File: src/rtl/pattern_history_predictor.sv
// PC-indexed table of saturating counters predicting conditional-branch direction.
// Optional global-history XOR indexing is enabled by defining GSHARE_EN.
module pattern_history_predictor #(
    parameter int PC_WIDTH   = 32,
    parameter int INDEX_BITS = 6,
    parameter int CTR_BITS   = 2,
    parameter int GHR_BITS   = 6
) (
    input  logic                  clk,
    input  logic                  rst,
    input  logic [PC_WIDTH-1:0]   fetch_pc,
    output logic                  pred_taken,
    output logic [INDEX_BITS-1:0] pred_index,
    input  logic                  upd_valid,
    input  logic [INDEX_BITS-1:0] upd_index,
    input  logic                  upd_taken,
    output logic                  init_busy
);

    localparam int ENTRIES = 2 ** INDEX_BITS;
    localparam logic [CTR_BITS-1:0] WNT = {1'b0, {(CTR_BITS-1){1'b1}}};
    localparam logic [CTR_BITS:0]   CTR_MAX_EXT = {1'b0, {CTR_BITS{1'b1}}};
    localparam logic [CTR_BITS:0]   ONE_EXT = 1;
    localparam logic [INDEX_BITS-1:0] LAST_ENTRY = INDEX_BITS'(ENTRIES - 1);

    typedef enum logic {INIT, RUN} state_t;

    state_t                 state, state_next;
    logic [INDEX_BITS-1:0]  sweep_cnt;
    logic [INDEX_BITS-1:0]  base_idx;
    logic [INDEX_BITS-1:0]  ghr_ext;
    logic [CTR_BITS-1:0]    table_q [ENTRIES];
    logic [CTR_BITS:0]      cur_ext, upd_ext;
    logic                   unused_pc_bits;

    assign base_idx       = fetch_pc[INDEX_BITS+1:2];
    assign unused_pc_bits = ^{fetch_pc[PC_WIDTH-1:INDEX_BITS+2], fetch_pc[1:0]};

    always_ff @(posedge clk or posedge rst) begin
        if (rst) state <= INIT;
        else     state <= state_next;
    end

    always_comb begin
        state_next = state;
        init_busy  = 1'b0;
        case (state)
            INIT: begin
                init_busy = 1'b1;
                if (sweep_cnt == LAST_ENTRY) state_next = RUN;
            end
            RUN: init_busy = 1'b0;
            default: state_next = INIT;
        endcase
    end

    always_ff @(posedge clk or posedge rst) begin
        if (rst)                sweep_cnt <= '0;
        else if (state == INIT) sweep_cnt <= sweep_cnt + 1'b1;
    end

    // One bit wider than the counter so saturation compares never see a wrapped value.
    always_comb begin
        cur_ext = {1'b0, table_q[upd_index]};
        upd_ext = cur_ext;
        if (upd_taken) begin
            if (cur_ext != CTR_MAX_EXT) upd_ext = cur_ext + ONE_EXT;
        end else begin
            if (cur_ext != '0) upd_ext = cur_ext - ONE_EXT;
        end
    end

    // Array is deliberately not reset; the INIT sweep fills it.
    always_ff @(posedge clk) begin
        if (state == INIT)  table_q[sweep_cnt] <= WNT;
        else if (upd_valid) table_q[upd_index] <= upd_ext[CTR_BITS-1:0];
    end

`ifdef GSHARE_EN
    logic [GHR_BITS-1:0] ghr;

    always_ff @(posedge clk or posedge rst) begin
        if (rst)                             ghr <= '0;
        else if (state == RUN && upd_valid)  ghr <= GHR_BITS'({ghr, upd_taken});
    end

    always_comb begin
        ghr_ext = '0;
        ghr_ext[GHR_BITS-1:0] = ghr;
    end
`else
    logic [GHR_BITS-1:0] unused_ghr;
    assign unused_ghr = '0;
    assign ghr_ext    = '0;
`endif

    assign pred_index = base_idx ^ ghr_ext;
    assign pred_taken = (state == RUN) && table_q[pred_index][CTR_BITS-1];

endmodule

File: config.mk
export PLATFORM = sky130hd
export DESIGN_NAME = pattern_history_predictor
export DESIGN_NICKNAME = d
export VERILOG_FILES = /design/src/rtl/pattern_history_predictor.sv
export SDC_FILE = /design/constraint.sdc
export NUM_CORES = 1
export LEC_CHECK = 0
export ABC_AREA = 0
export CELL_PAD_IN_SITES_DETAIL_PLACEMENT = 1
export CELL_PAD_IN_SITES_GLOBAL_PLACEMENT = 1
export CORE_UTILIZATION = 45
export CTS_CLUSTER_DIAMETER = 40
export DETAILED_ROUTE_END_ITERATION = 10
export PLACE_DENSITY_LB_ADDON = 0.3
export SYNTH_ARGS = -nofsm -noshare
export SYNTH_HDL_FRONTEND = slang
export SYNTH_SLANG_ARGS = --single-unit
File: constraint.sdc
create_clock -name clk -period 9.5 [get_ports clk]
set_input_delay 1.9 -clock clk [delete_from_list [all_inputs] [get_ports clk]]
set_output_delay 1.9 -clock clk [all_outputs]
set_load 0.02 [all_outputs]
==> results of run 1 <==
## kinds of logic after synthesis
group	after synthesis
flops	135
fa+ha+maj	1
mux	63
xor+xnor	5
compound gates	38
simple gates	123
buf+inv	34
## worst min-delay path by stage
stage	from	to	cells after the start
5_1_grt	sweep_cnt[0]	sweep_cnt[0]	1
3_5_place_dp	sweep_cnt[0]	sweep_cnt[0]	1
6_report	sweep_cnt[0]	sweep_cnt[0]	1
3_3_place_gp	sweep_cnt[0]	sweep_cnt[0]	1
4_1_cts	sweep_cnt[0]	sweep_cnt[0]	1
2_1_floorplan	sweep_cnt[0]	sweep_cnt[0]	1
## sequential cells by signal, indices dropped and copies added (netlist names)
name	flops
sweep_cnt	6
table_q	128
state	1
## cell usage after synthesis (2+ instances only)
| cell | n | area share |
|---|---|---|
| nand2b_1 | 5 | 0.0050 |
| xnor2_1 | 4 | 0.0056 |
| buf_2 | 4 | 0.0032 |
| a31oi_1 | 2 | 0.0020 |
| nand3_1 | 9 | 0.0072 |
| buf_1 | 4 | 0.0024 |
| nand2_1 | 28 | 0.017 |
| clkbuf_1 | 10 | 0.0060 |
| buf_4 | 8 | 0.0095 |
| or3_1 | 3 | 0.0030 |
| a22oi_1 | 4 | 0.0048 |
| nor2b_1 | 3 | 0.0030 |
| a21oi_1 | 2 | 0.0016 |
| edfxtp_1 | 128 | 0.61 |
| o21a_1 | 3 | 0.0036 |
| mux4_2 | 51 | 0.18 |
| and2_1 | 2 | 0.0020 |
| a311oi_1 | 4 | 0.0056 |
| inv_1 | 7 | 0.0042 |
| dfrtp_1 | 7 | 0.028 |
| o221ai_1 | 2 | 0.0028 |
| mux2i_1 | 11 | 0.017 |
| o31ai_1 | 2 | 0.0024 |
| nor2_1 | 71 | 0.042 |
| o22ai_1 | 2 | 0.0020 |
| o21ai_0 | 10 | 0.0079 |
## metal layers
| metal | vias up | GRT usage |
|---|---|---|
| met1 | 1901 | 0.304 |
| met2 | 106 | 0.392 |
| met4 | 0 | 0.0995 |
| met5 | - | 0 |
| met3 | 32 | 0.0632 |
| li1 | 1602 | - |
## layout make-up
cell class | instances | area share
Tap cell | 176 | 0.0306
Clock inverter | 15 | 0.0179
Timing Repair Buffer | 27 | 0.0348
Inverter | 7 | 0.00365
Multi-Input combinational cell | 230 | 0.296
Sequential cell | 135 | 0.558
Clock buffer | 17 | 0.0591
## cells in the final DEF, fill, tap and decap left out, drive strengths merged, types with 7 or more instances in the layout
cell,count
edfxtp,128
nor2,71
mux4,51
nand2,28
clkdlybuf4s50,21
clkbuf,17
mux2i,11
o21ai,10
inv,10
nand3,9
dfrtp,7
clkinv,7
## worst max-delay path, stage by stage
cell and delay [ns]:
clkdlybuf4s50_1 1.17, mux4_2 0.44, mux4_2 0.53, mux4_2 0.49, and2_1 0.17, clkdlybuf4s50_1 0.53
## report_power, final
group / switching [mW] / leakage [nW] / internal (mW)
clock network: 0.256 / 0.259 / 0.358
logic: 0.0287 / 0.663 / 0.0223
registers: 0 / 0.982 / 0.642
==> results_tabular.tex, run 1 <==
\begin{tabular}{lr}
\hline
Metric & Value \\
\hline
\multicolumn{2}{l}{\textbf{Synthesis}} \\
\quad Syn nets & 442 \\
\quad Portion of netlist area occupied by mux cells & 0.202 \\
\quad Netlist Area Pre-Place & 6300 µm² \\
\quad Count of mapped cells out of synthesis & 399 \\
\quad Post-synthesis sequential area ratio & 0.638 \\
\quad Flip-flop and latch count after synthesis & around 140 \\
\quad Number of distinct library cells after synthesis & 39 \\
\quad Number of enable flip-flop cells after synthesis & 128 \\
\quad Complex-gate fraction of the synthesized area & 0.0423 \\
\quad Top\_reg\_cell synth & edfxtp\_1 \\
\quad Post-synthesis simple-gate area fraction & 0.0819 \\
\quad Yosys warnings & 0 \\
\quad Mapped Avg Cell Area & 15.8 µm² \\
\quad FFs w/ async S/R, synth & 0.0519 \\
\quad Dominant combinational cell family by area after synthesis & multiplexers \\
\quad Xor/xnor cell area share of the yosys netlist & 0.00695 \\
\quad Post-synthesis share of cell area spent on full adders, half adders and majority gates & 0.00199 \\
\multicolumn{2}{l}{\textbf{Routing}} \\
\quad Via count & 3,641 \\
\quad Antenna-violating nets left & 0 \\
\quad Via count normalized by instance count & 6.00 \\
\quad Remaining design rule violation count & 0 \\
\quad Uppermost metal layer occupied by signal nets & met4 \\
\quad Final Routed Wirelength & 15.8 mm \\
\quad Detailed-routed wire length on met3 & between 800 and 900 µm \\
\quad Detailed-route wire length on metal 1 & between 6 and 7 mm \\
\quad Wire length per cell after detailed routing & 26.0 µm \\
\quad First-pass iteration count of the detailed router & 4 \\
\quad Sum of met2 wire segment lengths after detailed routing & 7.97 mm \\
\quad First-iteration detailed-routing DRC count & 259 \\
\multicolumn{2}{l}{\textbf{Timing}} \\
\quad Final setup skew & 0.0199 ns \\
\quad Final TNS setup & 0 ns \\
\quad Final setup violation count & 0 \\
\quad Total count of hold-check failures in the final report & 0 \\
\quad Period Utilization, post-route & 0.752 \\
\quad Worst slew margin & 0.273 \\
\quad Highest clock rate & 140 MHz \\
\quad Unrepaired setup endpoints after global routing & no \\
\quad Tmin final & 7.15 ns \\
\quad Fin Hold WS & 0.532 ns \\
\quad Final WS setup & 2.35 ns \\
\quad Final Max Tran Viols & 0 \\
\quad Worst Max-Slew Pin Slew & 1.09 ns \\
\multicolumn{2}{l}{\textbf{Setup path}} \\
\quad Flop2flop setup slack & 6.41 ns \\
\quad CP arrival & approximately 5.3 ns \\
\quad CP required & 7.60 ns \\
\quad Destination of the critical timing path & pred\_taken \\
\quad Worst reg2reg path endpoint & table\_q[63][1] \\
\quad Launching element of the worst setup path & fetch\_pc[3] \\
\quad Maximum fanout encountered on the critical timing path & 17 \\
\quad Type of destination of the critical path & primary output \\
\quad CP startpoint kind & primary input \\
\quad Launch instance of the worst register-to-register path & table\_q[19][1] \\
\quad Worst Reg2Reg Path Length in Cells & 7 \\
\quad Crit Path Category & in2out \\
\multicolumn{2}{l}{\textbf{Clocking}} \\
\quad Worst-skew pair later-pin latency & 0.44 ns \\
\quad Bufs on Longest Clock Path & 2 \\
\quad Clock transition at the registers of the reported paths & 0.06 ns \\
\quad Library cell used as clock root buffer & clkbuf\_16 \\
\quad CTS H-Tree Depth & 4 \\
\quad Number of clock buffers inserted by TritonCTS & 17 \\
\quad Clock net sink count & between 100 and 150 \\
\quad Number of buffers added to fix hold violations after cts & 0 \\
\quad Total of cells resized after clock tree synthesis & 0 \\
\quad Number of post-CTS setup repair buffers & 0 \\
\quad Clock tree from TritonCTS & done \\
\multicolumn{2}{l}{\textbf{Global route}} \\
\quad GRT Resource Usage Total & 0.240 \\
\quad Number of global-route vias before repair & 3,948 \\
\quad Maximum number of pins on one net before global-route repair & 41 \\
\quad First-pass GRT wire length & between 20 and 25 mm \\
\quad Overflow left after global routing & 0 \\
\quad Initial antenna violation count & 0 \\
\multicolumn{2}{l}{\textbf{Place}} \\
\quad Placer congestion estimate & 0.785 \\
\quad Dpl hpwl & $\sim$10 mm \\
\quad Number of port buffers & 23 \\
\quad Placed Cells incl. Taps & 575 \\
\quad Instance area at placement & 6650 µm² \\
\quad Worst Setup Slack post-DPL & 2.34 ns \\
\multicolumn{2}{l}{\textbf{Cells and area}} \\
\quad Final core utilization & 0.535 \\
\quad Count of filler cells inserted in the layout & 1,271 \\
\quad Multi-input gate area in the final layout & about 2100 µm² \\
\quad Layout cells sized above 1 & 0.211 \\
\quad Final std cells w/o fill & 607 \\
\quad Area growth, synth to finish & 14.3\% \\
\quad Final \#Nets & 461 \\
\quad Sequential cell area & 4020 µm² \\
\quad Post-route cell area & 7200 µm² \\
\quad Diode count & 0 \\
\multicolumn{2}{l}{\textbf{Floorplanning}} \\
\quad Area of the die & 14,500 µm² \\
\quad IO Count & 50 \\
\quad Chip Width & 120 µm \\
\quad Starting density of the core & 0.468 \\
\quad Row count & 42 \\
\quad Standard cell core area & 13,500 µm² \\
\quad Vertical die dimension & 120 µm \\
\multicolumn{2}{l}{\textbf{Job}} \\
\quad Number of maximum-capacitance constraint violations & 0 \\
\multicolumn{2}{l}{\textbf{Status}} \\
\quad Outcome & finished, final reports clean \\
\multicolumn{2}{l}{\textbf{Power}} \\
\quad Static leakage & 1.90 nW \\
\quad Pwr Total & 1.31 mW \\
\quad Worst vdd rail ir drop & roughly 130 µV \\
\quad Power per cell area & 181 nW/µm² \\
\multicolumn{2}{l}{\textbf{Hold path}} \\
\quad Class of the worst hold path & reg2reg \\
\hline
\end{tabular}
Note: power is estimated with default switching activity, not from simulation.
==> run 2, diff against run 1 <==
Clock period 9.5 ns to 6.2 ns, I/O delays scaled along.
==> run 2 against run 1 <==
Compared with the run above:
- via count rose by 0.91%
- sequential power rose by 53%
- wire length rose by 0.51%
- sequential cell count did not move
- final cell count rose by 0.16%
- sequential share of layout area barely moved
- count of clock-buffer cells in the layout rose by 2
- clock power rose by 46%
- first-iteration DRC count fell by 23%
==> results_tabular.tex, run 2 (synthesis results as in run 1) <==
\begin{tabular}{lr}
\hline
Metric & Value \\
\hline
\multicolumn{2}{l}{\textbf{Status}} \\
\quad Outcome & finished, final reports clean \\
\multicolumn{2}{l}{\textbf{Place}} \\
\quad Dpl hpwl & 10.6 mm \\
\quad Placer congestion estimate & 0.812 \\
\quad Number of port buffers & 23 \\
\multicolumn{2}{l}{\textbf{Routing}} \\
\quad First-iteration detailed-routing DRC count & 200 \\
\quad Via count normalized by instance count & 6.04 \\
\quad Final Routed Wirelength & 15.8 mm \\
\quad Via count & 3,674 \\
\quad First-pass iteration count of the detailed router & 5 \\
\quad Antenna-violating nets left & 0 \\
\quad Wire length per cell after detailed routing & 26.1 µm \\
\quad Remaining design rule violation count & 0 \\
\multicolumn{2}{l}{\textbf{Timing}} \\
\quad Tmin final & 5.63 ns \\
\quad Final TNS setup & 0 ns \\
\quad Worst slew margin & 0.257 \\
\quad Final setup violation count & 0 \\
\quad Unrepaired setup endpoints after global routing & no \\
\quad Final Max Tran Viols & 0 \\
\quad Total count of hold-check failures in the final report & 0 \\
\quad Period Utilization, post-route & 0.907 \\
\quad Worst Max-Slew Pin Slew & 1.11 ns \\
\quad Highest clock rate & 178 MHz \\
\quad Final setup skew & 0.00850 ns \\
\multicolumn{2}{l}{\textbf{Cells and area}} \\
\quad Count of filler cells inserted in the layout & approximately 1,300 \\
\quad Diode count & 0 \\
\quad Area growth, synth to finish & 14.2\% \\
\quad Number of flip-flops under the largest register name & approximately 130 \\
\quad Layout cells sized above 1 & 0.204 \\
\quad Leading cell type in the layout, fill and taps excluded & edfxtp\_1 \\
\quad Final \#Nets & about 460 \\
\quad Top reg by flops & table\_q \\
\quad Biggest regs & table\_q (128), sweep\_cnt (6), state (1) \\
\quad Top library cells by usage in the layout, fill and taps aside & edfxtp\_1 (128), nor2\_1 (71), mux4\_2 (51) \\
\multicolumn{2}{l}{\textbf{Global route}} \\
\quad Overflow left after global routing & 0 \\
\quad Number of global-route vias before repair & 3,929 \\
\quad Maximum number of pins on one net before global-route repair & 65 \\
\quad Initial antenna violation count & 0 \\
\quad GRT Resource Usage Total & 0.237 \\
\quad First-pass GRT wire length & 23.9 mm \\
\multicolumn{2}{l}{\textbf{Setup path}} \\
\quad Maximum fanout encountered on the critical timing path & 17 \\
\quad CP arrival & 4.39 ns \\
\quad CP required & 4.96 ns \\
\quad Worst path cell trace & clkdlybuf4s50\_1 -> buf\_4 -> mux4\_2 -> mux4\_2 -> mux4\_2 -> and2\_1 -> clkdlybuf4s50\_1 \\
\quad Crit Path Category & in2out \\
\quad Peak per-stage delay on the critical path & slightly below 0.6 ns \\
\quad Crit-path most repeated cell & mux4\_2 \\
\quad CP startpoint kind & primary input \\
\quad Critical Path Slowest Stage Cell & mux4\_2 \\
\quad Type of destination of the critical path & primary output \\
\multicolumn{2}{l}{\textbf{Floorplanning}} \\
\quad IO Count & 50 \\
\quad Standard cell core area & $\sim$13,000 µm² \\
\quad Row count & 42 \\
\quad Chip Width & 120 µm \\
\quad Area of the die & 14,500 µm² \\
\quad Vertical die dimension & 120 µm \\
\quad Starting density of the core & 0.468 \\
\multicolumn{2}{l}{\textbf{Power}} \\
\quad Static leakage & 1.91 nW \\
\quad Worst vdd rail ir drop & 208 µV \\
\quad Pwr Total & 1.96 mW \\
\quad Power per cell area & $\sim$270 nW/µm² \\
\multicolumn{2}{l}{\textbf{Job}} \\
\quad Number of maximum-capacitance constraint violations & 0 \\
\multicolumn{2}{l}{\textbf{Clocking}} \\
\quad Total of cells resized after clock tree synthesis & 0 \\
\quad Library cell used as clock root buffer & clkbuf\_16 \\
\quad Clock tree from TritonCTS & done \\
\quad Clock net sink count & $\sim$140 \\
\quad Clock transition at the registers of the reported paths & roughly 0.06 ns \\
\quad Number of post-CTS setup repair buffers & 0 \\
\quad Worst-skew pair later-pin latency & 0.42 ns \\
\quad Bufs on Longest Clock Path & 2 \\
\quad CTS H-Tree Depth & 4 \\
\quad Number of clock buffers inserted by TritonCTS & 17 \\
\quad Number of buffers added to fix hold violations after cts & 0 \\
\multicolumn{2}{l}{\textbf{Hold path}} \\
\quad Class of the worst hold path & reg2reg \\
\hline
\end{tabular}
run 2: changes by cell type in the layout (fill, tap and decap cells not counted):
cell | before | now
buf_12 | 0 | 1
buf_4 | 4 | 5
clkbuf_1 | 0 | 2
clkinv_1 | 3 | 5
clkinv_2 | 1 | 3
clkinv_4 | 3 | 1
clkinvlp_4 | 4 | 2
inv_6 | 3 | 0
run 2: worst paths after layout:
kind                       cells past startpoint  slack, ns           start        endpoint
max                                            7       0.57     fetch_pc[2]      pred_taken
min                                            1       0.52    sweep_cnt[0]    sweep_cnt[0]
max reg2reg                                    7       3.30  table_q[18][1]  table_q[40][1]
min reg2reg                                    1       0.52    sweep_cnt[0]    sweep_cnt[0]
max in group asynchronous                      2       4.92             rst    sweep_cnt[1]
min in group asynchronous                      2       1.06             rst           state
run 2: critical path, delay by kind of cell:
family	cells	cell delay, ns
mux	3	1.61
buf+inv	3	1.34
simple gates	1	0.17
run 2: through the flow:
stage | cells | util | cell area, µm² | hold slack (ns) | worst slack [ns]
after CTS | 608 | 0.535 | 7190 | 0.522 | 0.554
after floorplan | 399 | - | 6300 | 0.478 | 0.912
after global placement | 577 | 0.496 | 6670 | 0.506 | 0.586
after global routing | 608 | 0.535 | 7190 | 0.547 | 0.499
after detailed placement | 577 | 0.496 | 6670 | 0.513 | 0.557
final | 608 | 0.535 | 7190 | 0.516 | 0.574
run 2: where the power goes:
part | switching [mW] | internal [mW]
combinational | 0.0450 | 0.0348
clock | 0.358 | 0.538
sequential | 0 | 0.983
total | 0.403 | 1.56
run 2: final cells by class:
type                       count  area [µm²]  share of cell area
clock buffer                  19         433              0.0602
clock inverter                12        87.6              0.0122
inverter                       7        26.3             0.00365
multi-input combinational    230        2130               0.296
sequential                   135        4020               0.559
tap                          176         220              0.0306
timing repair buffer          29         278              0.0386
run 2: per-layer routing:
metal / track usage / wire length, µm
met1: 0.290 / 6140
met2: 0.392 / 8130
met3: 0.0703 / 1240
met4: 0.103 / 331
met5: 0 / 0
==> run 3, diff against run 2 <==
Settings changed: PLACE_DENSITY from default to 0.87, PLACE_DENSITY_LB_ADDON 0.3 to default, REMOVE_ABC_BUFFERS from default to 1.
==> run 3 against run 2 <==
Compared with the run above:
- largest power group is now the clock network
- non-clock buffer count is the same
- sequential cell count is the same
- die area is the same
- critical endpoint unchanged
- sequential power is essentially flat
- first-iteration DRC count grew 150%
- design area grew 1.3%
- global-route usage grew 2.0 points
- largest cell class unchanged
- fmax is essentially flat
==> results_tabular.tex, run 3 (synthesis results as in run 1) <==
\begin{tabular}{lr}
\hline
Metric & Value \\
\hline
\multicolumn{2}{l}{\textbf{Clocking}} \\
\quad Worst-skew pair later-pin latency & 0.43 ns \\
\quad Clock transition at the registers of the reported paths & 0.06 ns \\
\quad Bufs on Longest Clock Path & 2 \\
\quad Number of buffers added to fix hold violations after cts & 0 \\
\quad Clock tree from TritonCTS & done \\
\quad Total of cells resized after clock tree synthesis & 0 \\
\quad Number of clock buffers inserted by TritonCTS & 17 \\
\quad CTS H-Tree Depth & 4 \\
\quad Library cell used as clock root buffer & clkbuf\_16 \\
\quad Number of post-CTS setup repair buffers & 0 \\
\quad Clock net sink count & 135 \\
\multicolumn{2}{l}{\textbf{Setup path}} \\
\quad CP required & 4.96 ns \\
\quad Critical Path Slowest Stage Cell & mux4\_2 \\
\quad Flop2flop setup slack & around 3.2 ns \\
\quad CP arrival & 4.39 ns \\
\quad Crit Path Category & in2out \\
\quad CP startpoint kind & primary input \\
\quad Peak per-stage delay on the critical path & 0.59 ns \\
\quad Critical path's top delay family & multiplexers \\
\quad Crit-path most repeated cell & mux4\_2 \\
\quad Worst path cell trace & clkdlybuf4s50\_1 -> buf\_4 -> mux4\_2 -> mux4\_2 -> mux4\_2 -> and2\_1 -> clkdlybuf4s50\_1 \\
\quad Maximum fanout encountered on the critical timing path & 17 \\
\quad Type of destination of the critical path & primary output \\
\quad Worst Path Buf+Inv & 3 \\
\multicolumn{2}{l}{\textbf{Cells and area}} \\
\quad Biggest regs & table\_q (128), sweep\_cnt (6), state (1) \\
\quad Multi-input gate area in the final layout & around 2100 µm² \\
\quad Post-route cell area & $\sim$7300 µm² \\
\quad Top library cells by usage in the layout, fill and taps aside & edfxtp\_1 (128), nor2\_1 (71), mux4\_2 (51) \\
\quad Leading cell type in the layout, fill and taps excluded & edfxtp\_1 \\
\quad Count of filler cells inserted in the layout & 1,260 \\
\quad Diode count & 0 \\
\quad Area growth, synth to finish & 15.7\% \\
\quad Final \#Nets & 463 \\
\quad Sequential cell area & 4020 µm² \\
\quad Top reg by flops & table\_q \\
\quad Layout cells sized above 1 & 0.219 \\
\quad Number of flip-flops under the largest register name & 128 \\
\multicolumn{2}{l}{\textbf{Floorplanning}} \\
\quad Vertical die dimension & 120 µm \\
\quad Starting density of the core & 0.468 \\
\quad Row count & 42 \\
\quad IO Count & 50 \\
\quad Standard cell core area & 13,500 µm² \\
\quad Chip Width & roughly 120 µm \\
\quad Area of the die & between 10,000 and 15,000 µm² \\
\multicolumn{2}{l}{\textbf{Routing}} \\
\quad Via count normalized by instance count & 6.35 \\
\quad Antenna-violating nets left & 0 \\
\quad First-pass iteration count of the detailed router & 7 \\
\quad Final Routed Wirelength & between 15 and 20 mm \\
\quad Remaining design rule violation count & 0 \\
\quad Wire length per cell after detailed routing & 28.0 µm \\
\quad Via count & 3,868 \\
\quad First-iteration detailed-routing DRC count & 496 \\
\multicolumn{2}{l}{\textbf{Timing}} \\
\quad Final Max Tran Viols & 0 \\
\quad Unrepaired setup endpoints after global routing & no \\
\quad Final WS setup & between 0.5 and 0.6 ns \\
\quad Total count of hold-check failures in the final report & 0 \\
\quad Tmin final & 5.63 ns \\
\quad Worst Max-Slew Pin Slew & 0.915 ns \\
\quad Final setup violation count & 0 \\
\quad Period Utilization, post-route & 0.907 \\
\quad Worst slew margin & 0.388 \\
\quad Final setup skew & slightly above 0.009 ns \\
\quad Fin Hold WS & 0.550 ns \\
\quad Final TNS setup & 0 ns \\
\quad Highest clock rate & between 150 and 200 MHz \\
\multicolumn{2}{l}{\textbf{Power}} \\
\quad Switching share of power & 0.209 \\
\quad Power share of the combinational group & 0.038 \\
\quad Relative contribution of the clock network to total power & 0.503 \\
\quad Cell internal pwr & 1.69 mW \\
\quad Power per cell area & approximately 290 nW/µm² \\
\quad Static leakage & 1.96 nW \\
\quad Worst vdd rail ir drop & roughly 230 µV \\
\quad Pwr Total & $\sim$2.1 mW \\
\quad Sequential group share of total power & 0.460 \\
\quad Switching Power & between 0.4 and 0.5 mW \\
\multicolumn{2}{l}{\textbf{Job}} \\
\quad Number of maximum-capacitance constraint violations & 0 \\
\multicolumn{2}{l}{\textbf{Global route}} \\
\quad Maximum number of pins on one net before global-route repair & 65 \\
\quad Overflow left after global routing & 0 \\
\quad First-pass GRT wire length & 26.4 mm \\
\quad Number of global-route vias before repair & 4,319 \\
\quad Initial antenna violation count & 0 \\
\quad GRT Resource Usage Total & 0.257 \\
\multicolumn{2}{l}{\textbf{Status}} \\
\quad Outcome & finished, final reports clean \\
\multicolumn{2}{l}{\textbf{Place}} \\
\quad Dpl hpwl & 10.9 mm \\
\quad Instance area at placement & between 6000 and 7000 µm² \\
\quad Number of port buffers & 23 \\
\quad Placer congestion estimate & 0.849 \\
\quad Worst Setup Slack post-DPL & slightly below 0.6 ns \\
\multicolumn{2}{l}{\textbf{Hold path}} \\
\quad Class of the worst hold path & reg2reg \\
\hline
\end{tabular}
## run 3: changes by cell type in the layout (fill, tap and decap cells not counted)
cell	change
clkinv_1	-4
clkbuf_1	-2
inv_6	+2
buf_12	-1
buf_4	+1
clkinv_2	-1
bufinv_16	+3
clkinv_4	+3
## run 3: worst paths after layout
check,startpoint,to,cells after the start
setup / recovery,fetch_pc[2],pred_taken,7
hold / removal,sweep_cnt[0],sweep_cnt[0],1
setup reg to reg,table_q[21][0],table_q[41][0],7
hold reg to reg,sweep_cnt[0],sweep_cnt[0],1
max in group asynchronous,rst,sweep_cnt[5],2
min in group asynchronous,rst,sweep_cnt[3],2
## run 3: routing by layer
| metal | vias to the layer above | part of all wire | track usage |
|---|---|---|---|
| met5 | - | 0 | 0 |
| met4 | 0 | 0.044 | 0.137 |
| met3 | 51 | 0.068 | 0.0703 |
| met2 | 201 | 0.52 | 0.430 |
| met1 | 2006 | 0.37 | 0.304 |
| li1 | 1610 | - | - |
## run 3: cell type report
type / count / area share
sequential: 135 / 0.551
multi-input combinational: 230 / 0.292
clock buffer: 17 / 0.0584
timing repair buffer: 29 / 0.0364
tap: 176 / 0.0302
clock inverter: 15 / 0.0276
inverter: 7 / 0.00361
## run 3: through the flow
| step | utilization | std cells |
|---|---|---|
| finish | 0.542 | 609 |
| global route | 0.542 | 609 |
| CTS | 0.542 | 609 |
| global placement | 0.495 | 577 |
| floorplan | - | 372 |
| detailed placement | 0.495 | 577 |
## run 3: worst reg2reg max path, stage by stage, from the launching register on
cell and delay [ns]:
edfxtp_1 0.42, mux4_2 0.49, o2bb2ai_1 0.24, o221ai_1 0.18, a32oi_1 0.29, a21oi_1 0.15
o21ai_4 0.47, buf_4 0.50
## run 3: power groups by stage
stage / Combinational, mW / Clock (mW) / Sequential [mW]
2_1_floorplan: 0.0296 / 0 / 1.00
5_1_grt: 0.0850 / 1.11 / 0.983
6_report: 0.0804 / 1.07 / 0.983
3_3_place_gp: 0.0780 / 0 / 1.00
3_5_place_dp: 0.0794 / 0 / 1.00
4_1_cts: 0.0806 / 1.08 / 0.983
==> variant: new RTL, config.mk and constraints of run 3 <==
The option `GSHARE_EN` is turned on by a define.
--- a/src/rtl/pattern_history_predictor.sv
+++ b/src/rtl/pattern_history_predictor.sv
@@ -1,5 +1,7 @@
 // PC-indexed table of saturating counters predicting conditional-branch direction.
 // Optional global-history XOR indexing is enabled by defining GSHARE_EN.
+`define GSHARE_EN
+
 module pattern_history_predictor #(
     parameter int PC_WIDTH   = 32,
     parameter int INDEX_BITS = 6,
Behaviour: same outputs for any inputs over 10 cycles, from zero or initial values and one cycle with rst high; that may be too few to reach the edited logic, so the function may still have changed.
==> variant against run 3 <==
- power is 1.5% higher
- synthesized area is 7.3% higher
- via count is 18% higher
- setup slack worse by 0.25 ns
- largest power group unchanged
- wire length is 12% higher
- sequential cell count is 6 higher
- largest cell class unchanged
- critical endpoint unchanged
- cell area is 6.9% higher
==> variant: results (changes against run 3) <==
Synthesis
  • Post-synth top cells: edfxtp_1, nor2_1, nand2_1, mux2i_1 (was edfxtp_1, nor2_1, mux4_2, nand2_1, mux2i_1)
  • Async S/R FF share, synth: 9.22% (was 5.19%)
  • Synth unique cells: 50 (was 39)
  • Largest cells by area after synthesis: edfxtp_1, mux4_2, mux4_1 (was edfxtp_1, mux4_2, nor2_1)
  • Seq/Total Area, Yosys: 61.7% (was 63.8%)

Detailed routing
  • Vias per cell: 6.43 (was 6.35)
  • Iteration-0 DRC Markers: 600 (was 496)
  • Drt total wl: 19000 um (was 17000 um)
  • Met3 WL: 1590 um (was 1160 um)
  • First-pass DRT Iterations: 5 (was 7)

Global route
  • Largest net degree at the start of global routing: 41 (was 65)
  • Met2 usage: 41.3% (was 43.0%)
  • Met1 usage: 31.6% (was 30.4%)
  • Grt met3 use: 7.77% (was 7.03%)
  • First-pass GRT wire length: 29300 um (was 26400 um)

Final layout
  • Share of layout cells above drive strength 1: 12.5% (was 21.9%)
  • Final cell count without fillers: 711 (was 609)
  • Biggest regs: table_q x128, ghr x6, sweep_cnt x6 (was table_q x128, sweep_cnt x6, state x1)
  • FILL cells: 1406 (was 1260)
  • Nets@finish: 557 (was 463)

Worst setup path
  • Worst Path Max Fanout: 9 (was 17)
  • R2r worst-path depth: 8 (was 7)
  • Reg-to-Reg Start: table_q[8][0]$_DFFE_PP_ (was table_q[21][0]$_DFFE_PP_)
  • Worst R2R Setup Slack: 3.17 ns (was 3.19 ns)

Placed design
  • Placed insts: 679 (was 577)
  • Pre-CTS setup slack: 0.516 ns (was 0.589 ns)
  • HPWL Detailed: 12600 um (was 10900 um)
  • Placer Congestion: 0.895 (was 0.849)

Power
  • Switching pwr: 0.000446 W (was 0.000447 W)
  • Pleak: 2.25 nW (was 1.96 nW)

Clocking
  • H-tree depth: 4 (unchanged)

Timing
  • Post-route clock period utilization: 94.8% (was 90.7%)
  • Worst Tran Pin Value: 1.08 ns (was 0.915 ns)
  • Skew final: 0.00674 ns (was 0.00925 ns)
  • Hold WS: 0.523 ns (was 0.550 ns)

Status
  • Status: finished, final reports clean (unchanged)
-- variant: cell type report --
type	instances	share of cell area [%]
clock buffer	18	5.51
clock inverter	14	2.25
inverter	9	0.433
multi-input combinational	313	31.4
sequential	141	53.5
tap	184	2.95
timing repair buffer	32	3.92
-- variant: per-stage QoR --
step	cell area (um2)	power (W)
after floorplan	6630	0.00108
after global placement	7190	0.00113
after detailed placement	7190	0.00114
after CTS	7790	0.00218
after global routing	7790	0.00222
final	7790	0.00217
-- variant: worst max-delay path by stage --
stage / start / endpoint / cells past startpoint
4_1_cts: fetch_pc[3] / pred_taken / 8
6_report: fetch_pc[3] / pred_taken / 8
2_1_floorplan: upd_index[0] / table_q[0][0]$_DFFE_PP_ / 7
5_1_grt: fetch_pc[3] / pred_taken / 8
3_5_place_dp: fetch_pc[3] / pred_taken / 8
3_3_place_gp: fetch_pc[3] / pred_taken / 9
-- variant: cells by family after synthesis --
family | count (synthesis) | synth area share [%]
fa+ha+maj | 1 | 0.185
xor+xnor | 11 | 1.81
mux | 67 | 16.9
compound gates | 58 | 6.09
flops | 141 | 61.7
simple gates | 176 | 10.9
buf+inv | 33 | 2.37
-- variant: critical path, cell delays in order --
cell and delay, ns:
clkdlybuf4s50_1 0.56, xor2_4 0.48, mux4_1 0.68, a22oi_1 0.23, o211ai_1 0.13, a2111oi_0 0.58, a211oi_1 0.14, clkdlybuf4s50_1 0.58
-- variant: power groups by stage --
stage | clock (W) | combinational [W] | sequential, W
finish | 0.00105 | 0.0000980 | 0.00102
global route | 0.00109 | 0.000102 | 0.00102
CTS | 0.00106 | 0.0000961 | 0.00102
detailed placement | 0 | 0.0000946 | 0.00104
global placement | 0 | 0.0000920 | 0.00104
floorplan | 0 | 0.0000409 | 0.00104
